<file path="src/rtl/pong_pkg.sv">
// Shared constants, types and helpers for the pong board logic.
package pong_pkg;

    localparam int CLK_HZ = 50_000_000;

    typedef enum logic [1:0] {REL, DELAY, REPT} rep_state_t;

    function automatic int ms_to_cycles(int ms);
        return (CLK_HZ / 1000) * ms;
    endfunction

endpackage

</file>
<file path="src/rtl/btn_chan.sv">
// One button channel: 2-flop synchroniser, counter debounce, press/release pulses.
// Auto-repeat of btn_press while held is built only when BTN_REPEAT_EN is defined.
module btn_chan
    import pong_pkg::*;
#(
    parameter int DEBOUNCE_CYCLES = 1_000_000
`ifdef BTN_REPEAT_EN
    ,
    parameter int REPEAT_DELAY  = 25_000_000,
    parameter int REPEAT_PERIOD = 5_000_000
`endif
) (
    input  logic clk_50M,
    input  logic rst_b,
    input  logic btn_b,
    output logic btn_level,
    output logic btn_press,
    output logic btn_release
);

    localparam int CW = $clog2(DEBOUNCE_CYCLES + 1);
    localparam logic [CW-1:0] CNT_LAST = CW'(DEBOUNCE_CYCLES - 1);

    // Sync flops hold the raw active-low value, so reset to 1 means released.
    logic [1:0]    sync;
    logic          s;
    logic [CW-1:0] cnt;
    logic          accept;

    assign s      = ~sync[1];
    assign accept = (s != btn_level) && (cnt == CNT_LAST);

`ifdef BTN_REPEAT_EN
    localparam int RMAX = (REPEAT_DELAY > REPEAT_PERIOD) ? REPEAT_DELAY : REPEAT_PERIOD;
    localparam int RW   = $clog2(RMAX + 1);
    localparam logic [RW-1:0] DLY_LAST = RW'(REPEAT_DELAY - 1);
    localparam logic [RW-1:0] PER_LAST = RW'(REPEAT_PERIOD - 1);

    rep_state_t    state;
    logic [RW-1:0] rcnt;
    logic          rep_fire;

    assign rep_fire = ((state == DELAY) && (rcnt == DLY_LAST)) ||
                      ((state == REPT)  && (rcnt == PER_LAST));

    // Release wins over everything, including a repeat due in the same cycle.
    always_ff @(posedge clk_50M or negedge rst_b) begin
        if (!rst_b) begin
            state <= REL;
            rcnt  <= '0;
        end else if (accept && !s) begin
            state <= REL;
            rcnt  <= '0;
        end else begin
            case (state)
                REL: begin
                    if (accept && s) begin
                        state <= DELAY;
                        rcnt  <= '0;
                    end
                end
                DELAY: begin
                    if (rcnt == DLY_LAST) begin
                        state <= REPT;
                        rcnt  <= '0;
                    end else begin
                        rcnt <= rcnt + RW'(1);
                    end
                end
                REPT: begin
                    if (rcnt == PER_LAST) rcnt <= '0;
                    else                  rcnt <= rcnt + RW'(1);
                end
                default: begin
                    state <= REL;
                    rcnt  <= '0;
                end
            endcase
        end
    end
`endif

    always_ff @(posedge clk_50M or negedge rst_b) begin
        if (!rst_b) begin
            sync        <= 2'b11;
            cnt         <= '0;
            btn_level   <= 1'b0;
            btn_press   <= 1'b0;
            btn_release <= 1'b0;
        end else begin
            sync <= {sync[0], btn_b};
            if (s == btn_level) begin
                cnt <= '0;
            end else if (accept) begin
                btn_level <= s;
                cnt       <= '0;
            end else begin
                cnt <= cnt + CW'(1);
            end
            btn_release <= accept & ~s;
`ifdef BTN_REPEAT_EN
            btn_press   <= (accept & s) | (rep_fire & ~(accept & ~s));
`else
            btn_press   <= accept & s;
`endif
        end
    end

endmodule

</file>
<file path="src/rtl/btn_conditioner.sv">
// N-channel push-button conditioner: fans the button buses out to btn_chan instances.
// Define BTN_REPEAT_EN to build auto-repeat of btn_press while a button is held.
module btn_conditioner
    import pong_pkg::*;
#(
    parameter int N_BTNS          = 4,
    parameter int DEBOUNCE_CYCLES = ms_to_cycles(20),
    parameter int REPEAT_DELAY    = ms_to_cycles(500),
    parameter int REPEAT_PERIOD   = ms_to_cycles(100)
) (
    input  logic              clk_50M,
    input  logic              rst_b,
    input  logic [N_BTNS-1:0] btns_b,
    output logic [N_BTNS-1:0] btn_level,
    output logic [N_BTNS-1:0] btn_press,
    output logic [N_BTNS-1:0] btn_release
);

`ifndef BTN_REPEAT_EN
    // Repeat timing has no effect in this build; keep it referenced.
    logic unused_repeat;
    assign unused_repeat = ^{REPEAT_DELAY, REPEAT_PERIOD};
`endif

    for (genvar i = 0; i < N_BTNS; i++) begin : g_chan
        btn_chan #(
            .DEBOUNCE_CYCLES(DEBOUNCE_CYCLES)
`ifdef BTN_REPEAT_EN
            ,
            .REPEAT_DELAY   (REPEAT_DELAY),
            .REPEAT_PERIOD  (REPEAT_PERIOD)
`endif
        ) u_chan (
            .clk_50M    (clk_50M),
            .rst_b      (rst_b),
            .btn_b      (btns_b[i]),
            .btn_level  (btn_level[i]),
            .btn_press  (btn_press[i]),
            .btn_release(btn_release[i])
        );
    end

endmodule
</file>
<file path="config.mk">
export PLATFORM = sky130hd
export DESIGN_NAME = btn_conditioner
export DESIGN_NICKNAME = d
export VERILOG_FILES = /design/src/rtl/pong_pkg.sv /design/src/rtl/btn_chan.sv /design/src/rtl/btn_conditioner.sv
export SDC_FILE = /design/constraint.sdc
export NUM_CORES = 1
export LEC_CHECK = 0
export BUFFER_PORTS_ARGS = -buffer_cell sky130_fd_sc_hd__buf_4
export CAP_MARGIN = 10
export CELL_PAD_IN_SITES_DETAIL_PLACEMENT = 1
export CELL_PAD_IN_SITES_GLOBAL_PLACEMENT = 2
export CORE_ASPECT_RATIO = 1.4
export CORE_MARGIN = 5
export CORE_UTILIZATION = 29
export CTS_CLUSTER_SIZE = 20
export DETAILED_ROUTE_END_ITERATION = 7
export GPL_TIMING_DRIVEN = 0
export MAX_ROUTING_LAYER = met4
export PLACE_DENSITY_LB_ADDON = 0.1
export SLEW_MARGIN = 20
export SYNTH_ARGS = -nofsm -noshare
export SYNTH_HDL_FRONTEND = slang
export SYNTH_HIERARCHICAL = 1
export SYNTH_SLANG_ARGS = --single-unit
</file>
<file path="constraint.sdc">
create_clock -name clk_50M -period 5.2 [get_ports clk_50M]
set_input_delay 0.26 -clock clk_50M [delete_from_list [all_inputs] [get_ports clk_50M]]
set_output_delay 0.26 -clock clk_50M [all_outputs]
set_load 0.01 [all_outputs]
</file>
# [Word-level counts from Yosys, hierarchy flattened]
# Cells that the tools add are included.
[word_totals] elab_cells=68 inputBits=6 reg_bits=100 output_inout_bits=12
[op_classes] add_sub_neg=4 reduce_logical=8 n_eq_ne=12 bitwise=16 n_mux=8
[op_table] cell="20-bit 2-to-1 mux" count=8
[op_table] cell="20-bit by 1-bit adder with 20-bit output, second input constant" count=4
[op_table] cell="20-bit == test, second input constant" count=4
[op_table] cell="1-bit AND" count=8
[op_table] cell="1-bit inverter" count=8
[op_table] cell="2-bit AND reduction" count=4
[op_table] cell="1-bit == test" count=4
[op_table] cell="1-bit logical AND" count=4
[op_table] cell="1-bit inequality test" count=4

# [Longest topological paths before layout]
# Gate-level depths: netlist (run 1).
[logic_depth] word_depth=5 ltp_mapped=6

# [Modules after synthesis]
# Netlist (run 1), hierarchy kept.
[by_module_without_submodules] mod="btn_chan" seq_area_each_um2=628.1 n_inst=4 area_per_inst_um2=1285.0 cells_each=117

# [Worst setup path before layout (run 1)]
# OpenSTA, ideal clock, no wires.
[synth_timing] path_kind="register to register" start="reg g_chan[0].u_chan.cnt[0]" end="reg g_chan[0].u_chan.cnt[2]" setup_ns=0.119 path_buffers=1 path_stages_with_launch=7 synth_period_minus_slack_ns=1.758 arrival_time_ns=1.639 setup_slack_ns=3.442 cell_sequence="dfrtp_1 ha_1 nand2_1 or4_4 o21ai_2 buf_6 nor2_2"
[synth_between] elab_chain_cells=4 elab_cells_between_ends=5 classes_between="add/sub (1); eq/ne (1); mux (2); reduce/logical (1)"
[synth_lines] item="start, declared" line="btn_chan.sv:27" source="logic [CW-1:0] cnt;"
[synth_lines] item="start signal, assigned" line="btn_chan.sv:98" source="cnt <= cnt + CW'(1);"
[synth_lines] item="branches (longest 2 deep; another with 20-bit by 1-bit adder with 20-bit output)"
[synth_lines] item="20-bit 2-to-1 mux *" line="btn_chan.sv:94" source="end else if (accept) begin"
[synth_lines] item="20-bit 2-to-1 mux *" line="btn_chan.sv:92" source="if (s == btn_level) begin"
# Every way passes the cells marked *.
# A chain may end at the register's enable or synchronous reset.

# [Worst setup path after layout (run 1)]
[layout_timing] start="reg g_chan[2].u_chan.cnt[0]" end="reg g_chan[2].u_chan.cnt[7]"
[layout_between] elab_chain_cells=4 elab_cells_between_ends=5 classes_between="add/sub (1); eq/ne (1); mux (2); reduce/logical (1)"
[layout_lines] item="start, declared" line="btn_chan.sv:27"
[layout_lines] item="start signal, assigned" line="btn_chan.sv:98"
[layout_lines] item="branches (longest 2 deep; another with 20-bit by 1-bit adder with 20-bit output)"
[layout_lines] item="20-bit 2-to-1 mux *" line="btn_chan.sv:94"
[layout_lines] item="20-bit 2-to-1 mux *" line="btn_chan.sv:92"
# Marked as above.

==> results of run 1 <==
==> routing by layer <==
layer	GRT usage, %	part of all wire (%)
met5	-	0
met4	4.09	1.4
met3	2.26	2.1
met2	21.0	51
met1	14.5	45
==> cells in the final DEF (no fill, tap or decap), drive strengths merged <==
cell type    count
nor2            56
xor2            24
bufinv           1
xnor2           20
inv             16
dfstp            8
or3             20
clkinv           1
ha               4
and2             4
or4             16
a21oi           32
nand4           12
o31ai           12
dfrtp           92
nand3b           4
nand4b           4
and3            12
a21o             4
nor3             4
nand2           16
nand3           40
or2              4
and4b            4
clkinvlp         1
dlygate4sd3      4
clkbuf          13
and4             8
o21ai           24
nor4            12
buf             34
==> logic make-up after synthesis <==
group           synth area share (%)
simple gates                    28.3
flops                           48.9
compound gates                  10.4
xor+xnor                        7.50
buf+inv                         3.89
fa+ha+maj                      0.974
==> critical path: stages (launching register included) <==
cell     delay, ns
dfrtp_1       0.45
ha_1          0.29
nand2_1       0.15
or4_4         0.56
o21ai_2       0.20
buf_6         0.20
nor2_2        0.06
==> power by group <==
part / internal (mW) / switching, mW / total (mW) / leakage [nW]
Combinational: 0.0236 / 0.0442 / 0.0678 / 0.850
Sequential: 0.791 / 0.0126 / 0.803 / 1.36
Clock: 0.401 / 0.299 / 0.700 / 0.146
Total: 1.22 / 0.356 / 1.57 / 2.36
==> synth_stat cells, types with 8 or more instances <==
master   instances
dfrtp_1         92
nor4_1           8
xor2_1          24
dfstp_2          8
xnor2_1         20
o21ai_0         20
nand3_1         36
o31ai_1         12
nor2_2          48
a21oi_2         32
or3_1           20
nor2_1           8
inv_1           12
and3_1          12
or4_1           12
nand2_1         16
buf_6            8
==> through the flow <==
stage | instances | hold WS, ns | utilization (%)
floorplan | 468 | -0.0356 | -
global placement | 721 | 0.346 | 32.0
detailed placement | 721 | 0.348 | 32.0
CTS | 740 | 0.00812 | 33.9
global route | 742 | 0.00348 | 34.1
finish | 742 | 0.0230 | 34.1
==> final timing paths <==
| path | slack [ns] | cells after the start | endpoint |
|---|---|---|---|
| setup / recovery | 3.16 | 6 | g_chan[2].u_chan/cnt[7] |
| hold / removal | 0.02 | 1 | g_chan[0].u_chan/sync[0] |
| setup reg to reg | 3.16 | 6 | g_chan[2].u_chan/cnt[7] |
| hold reg to reg | 0.36 | 0 | g_chan[0].u_chan/sync[1] |
| max in group asynchronous | 4.17 | 3 | g_chan[0].u_chan/cnt[2] |
| min in group asynchronous | 0.35 | 2 | g_chan[1].u_chan/cnt[16] |
==> final cells by class <==
cell class,instances,area [um2]
Buffer,16,140
Clock buffer,13,260
Clock inverter,3,46.3
Fill cell,1979,11500
Inverter,16,60.1
Multi-Input combinational cell,336,2430
Sequential cell,100,2510
Tap cell,236,295
Timing Repair Buffer,22,199
==> flip-flops by register name, indices dropped and copies added (netlist names) <==
| name | cells |
|---|---|
| g_chan.u_chan/btn_level | 4 |
| g_chan.u_chan/btn_press | 4 |
| g_chan.u_chan/btn_release | 4 |
| g_chan.u_chan/cnt | 80 |
| g_chan.u_chan/sync | 8 |
==> results.ini, run 1 <==
[critical_path]
timing.rr.start=g_chan[2].u_chan/cnt[0]
startpoint=g_chan[2].u_chan/cnt[0]
endpoint_kind=flop
arrival_ns=2.27
worstSetupStartpointType=flop
critPathKind=flop to flop
crit_required_ns=5.43
path_max_fanout=10

[global_route]
antenna_found_initial=0
grt_pass1_wl_um=19600
grt_start_max_net_pins=101
overflow=0
grt.total_usage_pct=12.3
grt_pass1_vias=3844

[drt]
num_vias=3617
totalWireLength_um=11300
drc_errors=0
viasPerCell=4.87
first_iter_violations=129
drtPass1Iterations=3
detail-route-antenna-nets=0
wl_per_cell_um=15.2

[synthesis]
netlist.area_leader.share_pct=44.8
yosys-top-cells-area=dfrtp_1, nor2_2, a21oi_2, dfstp_2, xor2_1
synth.distinct_cells=37
async_flop_share_pct=100
synth.cell_area_um2=5140
synthCells=468
syn_avg_cell_area_um2=11.0
synth_top_area_cell=dfrtp_1
yosys_warnings=6
syn_nets=478
ys_ff_latch=100
synthFlopType=dfrtp_1
ys_seq_area_share_pct=48.9
synth_edf_count=0

[floorplan]
initial_core_util_pct=29.5
dieArea_um2=20500
rows=57
die_x_um=123
dieHeight_um=168
coreArea_um2=17400
ios=18

[job]
max_cap_viol_count=0

[outcome]
status=complete, no violations

[placement]
io_buffers=17
gp_congestion=0.691
place_area_um2=5570
dp_hpwl_um=7750
dp_slack_ns=3.18

[clock_tree]
htree_num_levels=3
root_buffer=clkbuf_16
cts_tree=yes
numCtsBuffers=9
post_cts.repair.setup_buffers=0
clk_pin_slew_ns=0.07
clock_latency_ns=0.35
ctsHoldBuffers=3
clock_sinks=100
clk_path_buf_depth=2
ctsResizeCount=0

[sta]
period_needed_ns=2.04
fin_ws_ns=3.16
relSlewSlack_pct=70.6
maxSlewViolCount=0
finalCritPeriodShare_pct=39.3
worst_pin_slew_ns=0.436
finalSetupViolCount=0
fin_tns_setup_ns=0
fmax_mhz=490
rsz0062_at_grt=false
hold_violations=0
skew_ns=0.0108

[finish]
drive_gt1_share_pct=33.2
finalInstanceArea_um2=5940
syn_to_final_growth_pct=15.6
n_antenna_cell=0
layout.nets=511

[power]
p_per_area_nw_per_um2=265
vdd_ir_drop_max_mv=0.127
fin_total_pwr_mw=1.57
leakage_nw=2.36

[worst_hold_path]
hp-start=btns_b[0]
hp-class=primary input to flop

(Power assumes the default switching activity.)
==> run 2, diff against run 1 <==
ABC_AREA = 1   (was not set)
clock period = 2 ns   (was 5.2 ns; I/O delays follow)
==> results.ini, run 2 <==
[power]
fin_total_pwr_mw=4.02
clockPowerShare_pct=44.2
intPower_mw=3.08
vdd_ir_drop_max_mv=0.474
seqPwrFrac_pct=51.7
p_comb_share_pct=4.1
switching_share_pct=23.2
p_sw_mw=0.934
leakage_nw=2.77
p_per_area_nw_per_um2=659

[global_route]
grt.total_usage_pct=14.2
grt_pass1_vias=4620
grt_start_max_net_pins=101
antenna_found_initial=0
grt_pass1_wl_um=23600
overflow=0

[finish]
final_core_util_pct=33.8
largest_reg_flops=80
layout.nets=715
largest_register=g_chan.u_chan/cnt
drive_gt1_share_pct=15.4
layout_common_cells=nor2_1, nand2_1, dfrtp_1, nand3_1, inv_1
n_antenna_cell=0
syn_to_final_growth_pct=14.7
reg_top3=g_chan.u_chan/cnt (80), g_chan.u_chan/sync (8)
final_common_cell=nor2_1

[clock_tree]
post_cts.repair.setup_buffers=0
clk_pin_slew_ns=0.07
ctsHoldBuffers=5
clock_latency_ns=0.35
htree_num_levels=3
clk_path_buf_depth=2
clock_sinks=100
numCtsBuffers=9
root_buffer=clkbuf_16
cts_tree=yes
ctsResizeCount=0

[floorplan]
dieArea_um2=21200
initial_core_util_pct=29.5
rows=58
die_x_um=124
ios=18
coreArea_um2=18000
dieHeight_um=170

[job]
max_cap_viol_count=0

[sta]
worst_pin_slew_ns=0.971
skew_ns=0.0113
maxSlewViolCount=0
period_needed_ns=1.46
finalCritPeriodShare_pct=72.8
relSlewSlack_pct=35.3
hold_violations=0
fmax_mhz=686
finalSetupViolCount=0
fin_ws_ns=0.543
holdWs_ns=0.356
fin_tns_setup_ns=0
rsz0062_at_grt=false

[critical_path]
path_max_fanout=10
max_stage_delay_ns=0.58
cpMaxStageDelayCell=dfstp_2
cp_top_family=flip-flops
timing.rr.start=g_chan[2].u_chan/sync[1]
timing.critical_path.mode_cell=nand2_1
arrival_ns=1.73
ff2ff_setup_slack_ns=0.54
r2r-end=g_chan[2].u_chan/cnt[13]
cp.buffers_inverters=2
path_cells=inv_2 -> nand2_1 -> nand2_1 -> nand2_1 -> nor2_1 -> nand2_2 -> buf_6 -> nand3_1 -> nor2_1
critPathKind=flop to flop
worstSetupStartpointType=flop
crit_required_ns=2.27
endpoint_kind=flop
reg2reg_depth=9

[synthesis]
synth.most_common_cell=nor2_1
ys_ff_latch=100
synth.cell_area_um2=5310
ys_top_cells_by_count=nor2_1, nand2_1, dfrtp_1
yosys_warnings=6
syn_avg_cell_area_um2=7.90
ys_seq_area_share_pct=47.3
syn_nets=682
yosys-top-cells-area=dfrtp_1, nor2_1, nand2_1, nand3_1, xor2_1
synthFlopType=dfrtp_1
async_flop_share_pct=100
synth.distinct_cells=23
synthCells=672
synth_edf_count=0
netlist.area_leader.share_pct=43.4
synth_top_area_cell=dfrtp_1

[outcome]
status=complete, no violations

[worst_hold_path]
hp-start=g_chan[0].u_chan/sync[0]
min_path_cells=0
hp-class=flop to flop
whs_endpoint=g_chan[0].u_chan/sync[1]

[drt]
first_iter_violations=148
num_vias=4363
wl_per_cell_um=14.6
drtPass1Iterations=4
totalWireLength_um=13900
viasPerCell=4.59
drc_errors=0
detail-route-antenna-nets=0

[placement]
io_buffers=17
gp_congestion=0.789
dp_slack_ns=0.522
dp_hpwl_um=10200

-- run 2: power by group through the flow --
stage | combinational [mW] | clock [mW] | sequential [mW]
2_1_floorplan | 0.0802 | 0 | 2.11
3_3_place_gp | 0.159 | 0 | 2.12
3_5_place_dp | 0.165 | 0 | 2.12
4_1_cts | 0.173 | 1.86 | 2.08
5_1_grt | 0.190 | 1.96 | 2.08
6_report | 0.164 | 1.77 | 2.08
-- run 2: worst max path at each step --
stage	start	endpoint	slack (ns)	depth (start not counted)
2_1_floorplan	g_chan[0].u_chan/sync[1]	g_chan[0].u_chan/btn_level	0.73	8
3_3_place_gp	g_chan[0].u_chan/cnt[0]	g_chan[0].u_chan/cnt[18]	0.56	9
3_5_place_dp	g_chan[2].u_chan/sync[1]	g_chan[2].u_chan/cnt[13]	0.52	9
4_1_cts	g_chan[2].u_chan/sync[1]	g_chan[2].u_chan/cnt[13]	0.51	9
5_1_grt	g_chan[2].u_chan/sync[1]	g_chan[2].u_chan/btn_release	0.41	5
6_report	g_chan[2].u_chan/sync[1]	g_chan[2].u_chan/cnt[13]	0.54	9
-- run 2: logic make-up after synthesis --
| logic type | Yosys count | share of synthesized area, % |
|---|---|---|
| compound gates | 24 | 2.54 |
| xor+xnor | 40 | 6.60 |
| simple gates | 420 | 36.0 |
| flops | 100 | 47.3 |
| fa+ha+maj | 4 | 0.943 |
| buf+inv | 84 | 6.60 |
-- run 2: cell type report --
type                    count  area (um2)
flip-flops and latches    100        2510
inverters                  76         285
repair buffers             22         181
fillers                  2260       11900
well taps                 240         300
clock buffers              13         280
multi-input cells         488        2450
plain buffers               8        65.1
clock inverters             3        18.8
-- run 2: per-layer routing --
layer	wire length [um]	global-route usage [%]	vias to the layer above
li1	-	-	2177
met1	6250	17.2	2156
met5	0	-	-
met3	248	2.39	7
met2	7270	24.7	23
met4	128	3.58	0
-- run 2: through the flow --
stage          instance area (um2)  cells
2_1_floorplan                 5310    672
3_3_place_gp                  5740    929
3_5_place_dp                  5740    929
4_1_cts                       6090    950
5_1_grt                       6090    950
6_report                      6090    950
